[src/rtl/pipe_hazard_ctrl.sv]
// Execute/Memory/Writeback control pipeline for a 5-stage ARM-style core:
// condition evaluation, flag register, forwarding selects and stall/flush generation.
module pipe_hazard_ctrl #(
    parameter int unsigned ALUCTRL_W = 2,
    parameter int unsigned RA_W      = 4
) (
    input  logic                 clk,
    input  logic                 reset,
    input  logic [3:0]           CondD,
    input  logic                 PCSD,
    input  logic                 RegWriteD,
    input  logic                 MemtoRegD,
    input  logic                 MemWriteD,
    input  logic                 BranchD,
    input  logic                 ALUSrcD,
    input  logic [ALUCTRL_W-1:0] ALUControlD,
    input  logic [1:0]           FlagWriteD,
    input  logic [RA_W-1:0]      RA1D,
    input  logic [RA_W-1:0]      RA2D,
    input  logic [RA_W-1:0]      WA3D,
    input  logic [3:0]           ALUFlags,
    output logic [ALUCTRL_W-1:0] ALUControlE,
    output logic                 ALUSrcE,
    output logic                 MemtoRegE,
    output logic                 MemWriteM,
    output logic                 RegWriteM,
    output logic                 RegWriteW,
    output logic                 MemtoRegW,
    output logic                 PCSrcW,
    output logic [RA_W-1:0]      WA3E,
    output logic [RA_W-1:0]      WA3M,
    output logic [RA_W-1:0]      WA3W,
    output logic                 BranchTakenE,
    output logic                 StallF,
    output logic                 StallD,
    output logic                 FlushD,
    output logic                 FlushE,
    output logic [1:0]           ForwardAE,
    output logic [1:0]           ForwardBE,
    output logic [3:0]           FlagsQ
);

    // Execute stage registers
    logic                 pcs_e_q, reg_write_e_q, mem_to_reg_e_q, mem_write_e_q;
    logic                 branch_e_q, alu_src_e_q;
    logic [ALUCTRL_W-1:0] alu_ctrl_e_q;
    logic [1:0]           flag_write_e_q;
    logic [3:0]           cond_e_q;
    logic [RA_W-1:0]      ra1_e_q, ra2_e_q, wa3_e_q;

    // Memory and Writeback stage registers
    logic            pcsrc_m_q, reg_write_m_q, mem_write_m_q, mem_to_reg_m_q;
    logic [RA_W-1:0] wa3_m_q;
    logic            pcsrc_w_q, reg_write_w_q, mem_to_reg_w_q;
    logic [RA_W-1:0] wa3_w_q;
    logic [3:0]      flags_q;

    logic cond_ex_e, ld_stall, pc_wr_pending;
    logic flag_n, flag_z, flag_c, flag_v;

    assign {flag_n, flag_z, flag_c, flag_v} = flags_q;

    always_comb begin
        cond_ex_e = 1'b0;
        case (cond_e_q)
            4'b0000: cond_ex_e = flag_z;
            4'b0001: cond_ex_e = ~flag_z;
            4'b0010: cond_ex_e = flag_c;
            4'b0011: cond_ex_e = ~flag_c;
            4'b0100: cond_ex_e = flag_n;
            4'b0101: cond_ex_e = ~flag_n;
            4'b0110: cond_ex_e = flag_v;
            4'b0111: cond_ex_e = ~flag_v;
            4'b1000: cond_ex_e = flag_c & ~flag_z;
            4'b1001: cond_ex_e = ~flag_c | flag_z;
            4'b1010: cond_ex_e = ~(flag_n ^ flag_v);
            4'b1011: cond_ex_e = flag_n ^ flag_v;
            4'b1100: cond_ex_e = ~flag_z & ~(flag_n ^ flag_v);
            4'b1101: cond_ex_e = flag_z | (flag_n ^ flag_v);
            4'b1110: cond_ex_e = 1'b1;
            default: cond_ex_e = 1'b0;
        endcase
    end

    always_comb begin
        ForwardAE = 2'b00;
        if (reg_write_m_q && (ra1_e_q == wa3_m_q))      ForwardAE = 2'b10;
        else if (reg_write_w_q && (ra1_e_q == wa3_w_q)) ForwardAE = 2'b01;
        ForwardBE = 2'b00;
        if (reg_write_m_q && (ra2_e_q == wa3_m_q))      ForwardBE = 2'b10;
        else if (reg_write_w_q && (ra2_e_q == wa3_w_q)) ForwardBE = 2'b01;
    end

    assign BranchTakenE  = branch_e_q & cond_ex_e;
    assign ld_stall      = mem_to_reg_e_q & ((wa3_e_q == RA1D) | (wa3_e_q == RA2D));
    assign pc_wr_pending = PCSD | pcs_e_q | pcsrc_m_q;
    assign StallD        = ld_stall;
    assign StallF        = ld_stall | pc_wr_pending;
    assign FlushD        = pc_wr_pending | pcsrc_w_q | BranchTakenE;
    // A taken branch and a load-use stall together still bubble Execute.
    assign FlushE        = ld_stall | BranchTakenE;

    always_ff @(posedge clk) begin
        if (!reset || FlushE) begin
            pcs_e_q        <= 1'b0;
            reg_write_e_q  <= 1'b0;
            mem_to_reg_e_q <= 1'b0;
            mem_write_e_q  <= 1'b0;
            branch_e_q     <= 1'b0;
            alu_src_e_q    <= 1'b0;
            alu_ctrl_e_q   <= '0;
            flag_write_e_q <= 2'b00;
            cond_e_q       <= 4'b0000;
            ra1_e_q        <= '0;
            ra2_e_q        <= '0;
            wa3_e_q        <= '0;
        end else begin
            pcs_e_q        <= PCSD;
            reg_write_e_q  <= RegWriteD;
            mem_to_reg_e_q <= MemtoRegD;
            mem_write_e_q  <= MemWriteD;
            branch_e_q     <= BranchD;
            alu_src_e_q    <= ALUSrcD;
            alu_ctrl_e_q   <= ALUControlD;
            flag_write_e_q <= FlagWriteD;
            cond_e_q       <= CondD;
            ra1_e_q        <= RA1D;
            ra2_e_q        <= RA2D;
            wa3_e_q        <= WA3D;
        end
    end

    always_ff @(posedge clk) begin
        if (!reset) begin
            pcsrc_m_q      <= 1'b0;
            reg_write_m_q  <= 1'b0;
            mem_write_m_q  <= 1'b0;
            mem_to_reg_m_q <= 1'b0;
            wa3_m_q        <= '0;
            pcsrc_w_q      <= 1'b0;
            reg_write_w_q  <= 1'b0;
            mem_to_reg_w_q <= 1'b0;
            wa3_w_q        <= '0;
            flags_q        <= 4'b0000;
        end else begin
            pcsrc_m_q      <= pcs_e_q & cond_ex_e;
            reg_write_m_q  <= reg_write_e_q & cond_ex_e;
            mem_write_m_q  <= mem_write_e_q & cond_ex_e;
            mem_to_reg_m_q <= mem_to_reg_e_q;
            wa3_m_q        <= wa3_e_q;
            pcsrc_w_q      <= pcsrc_m_q;
            reg_write_w_q  <= reg_write_m_q;
            mem_to_reg_w_q <= mem_to_reg_m_q;
            wa3_w_q        <= wa3_m_q;
            if (flag_write_e_q[1] && cond_ex_e) flags_q[3:2] <= ALUFlags[3:2];
            if (flag_write_e_q[0] && cond_ex_e) flags_q[1:0] <= ALUFlags[1:0];
        end
    end

    assign ALUControlE = alu_ctrl_e_q;
    assign ALUSrcE     = alu_src_e_q;
    assign MemtoRegE   = mem_to_reg_e_q;
    assign WA3E        = wa3_e_q;
    assign MemWriteM   = mem_write_m_q;
    assign RegWriteM   = reg_write_m_q;
    assign WA3M        = wa3_m_q;
    assign RegWriteW   = reg_write_w_q;
    assign MemtoRegW   = mem_to_reg_w_q;
    assign PCSrcW      = pcsrc_w_q;
    assign WA3W        = wa3_w_q;
    assign FlagsQ      = flags_q;

endmodule

[config.mk]
export PLATFORM = sky130hd
export DESIGN_NAME = pipe_hazard_ctrl
export DESIGN_NICKNAME = d
export VERILOG_FILES = /design/src/rtl/pipe_hazard_ctrl.sv
export SDC_FILE = /design/constraint.sdc
export NUM_CORES = 1
export LEC_CHECK = 0
export CAP_MARGIN = 15
export CORE_ASPECT_RATIO = 1.5
export CORE_MARGIN = 4
export CORE_UTILIZATION = 40
export DETAILED_ROUTE_END_ITERATION = 7
export PLACE_DENSITY = 0.81
export RECOVER_POWER = 50
export SLEW_MARGIN = 20
export SYNTH_ARGS = -nofsm -noshare
export SYNTH_HDL_FRONTEND = slang
export SYNTH_SLANG_ARGS = --single-unit
[constraint.sdc]
create_clock -name clk -period 2 [get_ports clk]
set_input_delay 0.4 -clock clk [delete_from_list [all_inputs] [get_ports clk]]
set_output_delay 0.4 -clock clk [all_outputs]
set_load 0.01 [all_outputs]
==> flow_metrics.py, run 1 <==
metrics = {
    "run_status": {
        "status": "finished with violations",
        "violations": "negative setup slack",
    },
    "layout": {
        "areaGrowthSynthToFinish_pct": 62.07,
        "fin_util": 0.6707,
        "drive_above_1_share": 0.3194,
        "fin_nets": 367,
        "antennaDiodeCount": 0,
        "final_cell_mix": "buf_4, dfxtp_1, clkdlybuf4s50_1",
        "final_common_cell": "buf_4",
    },
    "floorplan": {
        "die_w_um": 67.45,
        "core_area_sq_um": 5125,
        "rows": 32,
        "die-area_sq_um": 6555,
        "io_pins": 66,
        "start_util": 0.4138,
        "die_h_um": 97.18,
    },
    "sta": {
        "finClkSkew_ns": 0.002005,
        "slew_headroom": 0.5295,
        "hold_violations": 0,
        "layout_setup_ws_ns": -0.3644,
        "rsz0062_at_grt": "yes",
        "setup_viol": 13,
        "drv_slew": 0,
        "period_share": 1.182,
        "finalCriticalPeriod_ns": 2.364,
        "worst_pin_slew_ns": 0.7058,
        "final.setup.tns_ns": -1.601,
        "max_clock_freq_mhz": 422.9,
    },
    "worst_hold_path": {
        "min_path_cells": 1,
        "min_path_type": "reg -> reg",
        "min-delay-start": "mem_to_reg_m_q$_SDFF_PN0_",
        "holdPathEnd": "MemtoRegW$_SDFF_PN0_",
    },
    "pwr": {
        "p_total_mw": 2.207,
        "p_leak_nw": 1.498,
        "power_density_nw_per_um2": 642.0,
        "peakVddDrop_mv": 0.5140,
    },
    "place": {
        "io_buffer_count": 65,
        "place_congestion": 0.7968,
        "hpwlAfterDp_mm": 4.286,
    },
    "clock_network": {
        "clockBufferDepth": 2,
        "ctsHoldBuffers": 0,
        "clockRootBuffer": "clkbuf_8",
        "insertion_delay_ns": 0.30,
        "numCtsBuffers": 5,
        "cts.sinks": 45,
        "htree_levels": 2,
        "path_clk_slew_ns": 0.08,
        "tritoncts": "yes",
    },
    "critical_path": {
        "timing.critical_path.from": "cond_e_q[3]$_SDFF_PP0_",
        "arrival_ns": 1.96,
        "crit_buf_inv": 1,
        "reg2reg_depth": 9,
        "r2r-start": "cond_e_q[3]$_SDFF_PP0_",
        "reg2reg_slack_ns": -0.08,
        "cp.depth": 6,
        "path_delay_family": "compound AO/OA/AOI/OAI gates",
        "worstSetupPathType": "reg -> out",
        "cp_slowest_cell": "a2111oi_4",
        "cpPeakStageDelay_ns": 0.40,
        "cp_max_fo": 5,
        "crit_chain": "or3b_4, a2111oi_4, nor4_4, o21a_4, o21ai_2, buf_2",
        "cp-end-kind": "output port",
        "worst_setup_path_start_kind": "flip-flop",
        "worst_r2r_endpoint": "ra1_e_q[0]$_SDFF_PP0_",
        "cp.required_ns": 1.60,
    },
    "synth": {
        "ys_types": 44,
        "synth_seq_cells": 45,
        "syn-instance-count": 229,
        "syn_area_per_cell_sq_um": 9.261,
        "ys.flop_type": "dfxtp_1",
        "synth_seq_area_share": 0.4248,
        "yosysWarnings": 0,
        "synth-edff-count": 0,
        "synth.net_count": 261,
        "synth_area_sq_um": 2121,
        "async_flop_share": 0,
    },
    "drt": {
        "drc": 0,
        "wl_per_cell_um": 16.52,
        "drtIter0Drc": 63,
        "drt_first_pass_iters": 4,
        "vias_per_cell": 5.360,
        "postRouteAntennaNets": 0,
        "drt_wl_total_mm": 6.659,
        "vias": 2160,
    },
    "grt": {
        "grt_overflow": 0,
        "grt_pass1_vias": 2169,
        "grt_max_degree": 42,
        "antenna_found_initial": 0,
        "grt_pass1_wl_mm": 10.18,
        "track_usage": 0.2032,
    },
    "flow_run": {
        "drv_cap": 0,
    },
}
## cell type report
| cell class | instances | area [sq um] |
|---|---|---|
| well taps | 68 | 85.08 |
| inverters | 8 | 30.03 |
| multi-input cells | 163 | 1294 |
| clock buffers | 6 | 82.58 |
| repair buffers | 112 | 1012 |
| clock inverters | 1 | 7.507 |
| flip-flops and latches | 45 | 925.9 |
| fillers | 392 | 1688 |
## layer usage
metal,global-route usage,wire length (um)
met1,0.2233,2474
met5,0,0
met4,0.08750,209
met3,0.03472,292
met2,0.3659,3681
## timing repair
| action | in CTS | in global routing |
|---|---|---|
| gates resized for setup | 68 | 25 |
| gates cloned | 3 | 0 |
| pin swaps | 20 | 21 |
| buffers inserted | 9 | 5 |
| endpoints found under the setup margin | 35 | 36 |
## synthesized netlist by cell type, drive strengths merged, types with 2 or more instances
library cell,number,area share
and2,16,0.047
nand3b,3,0.011
nand2b,2,0.0059
nor3,3,0.012
nand2,3,0.0053
clkbuf,7,0.012
a2bb2oi,4,0.017
mux2i,2,0.0094
xor2,19,0.078
nor4,5,0.022
xnor2,3,0.012
nand3,10,0.024
o211ai,4,0.014
and3b,3,0.012
buf,7,0.022
dfxtp,45,0.42
nor2,30,0.053
or3,6,0.018
inv,8,0.014
nand4,26,0.077
o21ai,4,0.0094
## flip-flops by register name (all words and copies together) (netlist names)
signal,cells
reg_write_e_q,1
WA3M,4
WA3W,4
MemWriteM,1
ALUControlE,2
pcs_e_q,1
WA3E,4
mem_to_reg_m_q,1
mem_write_e_q,1
MemtoRegE,1
cond_e_q,4
ra2_e_q,4
PCSrcW,1
ra1_e_q,4
branch_e_q,1
FlagsQ,4
pcsrc_m_q,1
flag_write_e_q,2
RegWriteW,1
ALUSrcE,1
MemtoRegW,1
RegWriteM,1
## power by group
part / total (mW) / internal, mW / leakage (nW) / switching, mW
Combinational: 0.612 / 0.335 / 1.08 / 0.277
Clock: 0.576 / 0.273 / 0.0433 / 0.302
Sequential: 1.02 / 0.958 / 0.376 / 0.0609
## cell families after synthesis
kind of cell	share of synthesized area
multiplexers	0.009440
AO/OA/AOI/OAI	0.1062
AND/OR/NAND/NOR	0.3198
buffers and inverters	0.04897
XOR/XNOR	0.09086
flip-flops	0.4248
## through the flow
stage | hold slack (ns) | setup slack, ns | cell area, sq um | instances
after global routing | 0.4732 | -0.4357 | 3437 | 403
after detailed placement | 0.4351 | -0.7530 | 3067 | 382
after global placement | 0.4339 | -0.6849 | 3067 | 382
after CTS | 0.4489 | -0.4381 | 3361 | 400
after floorplan | 0.4119 | -0.02033 | 2137 | 229
final | 0.4530 | -0.3644 | 3437 | 403
## worst max-delay path by stage
stage	to	slack (ns)
CTS	FlushD	-0.44
finish	FlushD	-0.36
global route	FlushD	-0.44
floorplan	FlushD	-0.02
detailed placement	FlushE	-0.75
global placement	StallF	-0.68
No activity file was read; power rests on OpenSTA's default activity.
==> run 2: changes to the inputs <==
--- a/config.mk
+++ b/config.mk
@@ -8,9 +8,9 @@
 export CAP_MARGIN = 15
 export CORE_ASPECT_RATIO = 1.5
 export CORE_MARGIN = 4
-export CORE_UTILIZATION = 40
+export CORE_UTILIZATION = 42
 export DETAILED_ROUTE_END_ITERATION = 7
-export PLACE_DENSITY = 0.81
+export PLACE_DENSITY = 0.84
 export RECOVER_POWER = 50
 export SLEW_MARGIN = 20
 export SYNTH_ARGS = -nofsm -noshare
==> run 2 against run 1 <==
Net effect:
- the run still ends with negative setup slack left
- final cell count up 0.25%
- clock power increased by 3.6%
- critical path depth unchanged
- core utilization increased by 3.3 points
- via count is 1.4% lower
- worst setup slack better by 0.062 ns
- critical endpoint is now FlushE
==> flow_metrics.py, run 2 (synthesis gave the netlist of run 1 again) <==
metrics = {
    "floorplan": {
        "start_util": 0.4374,
        "die-area_sq_um": 6274,
        "rows": 31,
        "die_h_um": 95.03,
        "core_area_sq_um": 4848,
        "die_w_um": 66.02,
        "io_pins": 66,
    },
    "critical_path": {
        "cp.required_ns": 1.60,
        "arrival_ns": 1.90,
        "worst_setup_path_start_kind": "flip-flop",
        "cp-end-kind": "output port",
        "cp_max_fo": 4,
        "worstSetupPathType": "reg -> out",
    },
    "layout": {
        "fin_util": 0.7037,
        "final_cell_mix": "buf_4, clkdlybuf4s50_1, dfxtp_1",
        "fin_area_sq_um": 3412,
        "areaGrowthSynthToFinish_pct": 60.88,
        "final_common_cell": "buf_4",
        "antennaDiodeCount": 0,
        "drive_above_1_share": 0.3195,
        "fin_nets": 369,
    },
    "drt": {
        "wl_per_cell_um": 15.94,
        "drt_wl_total_mm": 6.440,
        "drc": 0,
        "postRouteAntennaNets": 0,
        "vias": 2130,
        "drtIter0Drc": 78,
        "drt_first_pass_iters": 4,
        "vias_per_cell": 5.272,
    },
    "run_status": {
        "status": "finished with violations",
        "violations": "negative setup slack",
    },
    "grt": {
        "grt_max_degree": 42,
        "grt_pass1_vias": 2061,
        "track_usage": 0.1909,
        "antenna_found_initial": 0,
        "grt_pass1_wl_mm": 9.294,
        "grt_overflow": 0,
    },
    "pwr": {
        "peakVddDrop_mv": 0.5689,
        "power_density_nw_per_um2": 646.4,
        "p_leak_nw": 1.504,
        "p_total_mw": 2.205,
    },
    "place": {
        "post-place-ws_ns": -0.7354,
        "place_congestion": 0.8828,
        "io_buffer_count": 65,
        "placed_area_sq_um": 3122,
        "hpwlAfterDp_mm": 4.335,
    },
    "sta": {
        "max_clock_freq_mhz": 434.3,
        "rsz0062_at_grt": "yes",
        "finalCriticalPeriod_ns": 2.303,
        "setup_viol": 32,
        "drv_slew": 0,
        "worst_pin_slew_ns": 0.7384,
        "hold_violations": 0,
        "period_share": 1.151,
        "slew_headroom": 0.5077,
        "layout_setup_ws_ns": -0.3026,
        "finClkSkew_ns": 0.01043,
    },
    "clock_network": {
        "ctsHoldBuffers": 0,
        "tritoncts": "yes",
        "clockRootBuffer": "clkbuf_8",
        "clockBufferDepth": 2,
        "numCtsBuffers": 5,
        "cts.sinks": 45,
        "insertion_delay_ns": 0.31,
        "path_clk_slew_ns": 0.09,
        "htree_levels": 2,
    },
    "flow_run": {
        "drv_cap": 0,
    },
    "worst_hold_path": {
        "min_path_type": "reg -> reg",
    },
}
run 2: where the power goes:
part | switching [mW] | internal (mW)
clock | 0.345 | 0.253
sequential | 0.0607 | 0.959
combinational | 0.258 | 0.330
run 2: area by class of cell:
cell class / count / area, sq um
clock inverter: 3 / 25.02
fill: 331 / 1436
multi-input combinational: 162 / 1229
sequential: 45 / 928.4
inverter: 8 / 30.03
tap: 66 / 82.58
clock buffer: 5 / 68.82
timing repair buffer: 115 / 1049
run 2: worst max-delay path, cell delays in order, from the launching register on:
cell,delay [ns]
dfxtp_2,0.34
or3b_4,0.40
a2111oi_4,0.38
nor4_4,0.07
o21a_4,0.15
o21ai_2,0.11
buf_2,0.14
run 2: per-layer routing:
metal  part of all wire  track usage  vias up
met2               0.53       0.3448       74
met5                  0            0        -
met4              0.028      0.08475        0
met3              0.044      0.03302       16
met1               0.39       0.2161     1014
li1                   -            -     1026
run 2: repair_timing:
action                     CTS  global route
cloned                       0             1
buffers inserted             6             4
pin swaps                   12            22
gates resized for setup     50            32
setup endpoints to repair    9            33
run 2: worst paths after layout:
kind / start / end / slack, ns / cells after the start
hold reg to reg: mem_write_e_q$_SDFF_PP0_ / MemWriteM$_SDFF_PN0_ / 0.47 / 1
setup / recovery: cond_e_q[3]$_SDFF_PP0_ / FlushE / -0.30 / 6
hold / removal: mem_write_e_q$_SDFF_PP0_ / MemWriteM$_SDFF_PN0_ / 0.47 / 1
setup reg to reg: cond_e_q[3]$_SDFF_PP0_ / ra1_e_q[1]$_SDFF_PP0_ / -0.12 / 10
run 2: stage by stage:
| step | TNS [ns] | instances | hold slack, ns |
|---|---|---|---|
| after global routing | -5.645 | 404 | 0.4844 |
| after detailed placement | -4.043 | 386 | 0.4381 |
| final | -3.652 | 404 | 0.4684 |
| after global placement | -4.044 | 386 | 0.4349 |
| after floorplan | -0.04065 | 229 | 0.4119 |
| after CTS | -1.452 | 400 | 0.4591 |
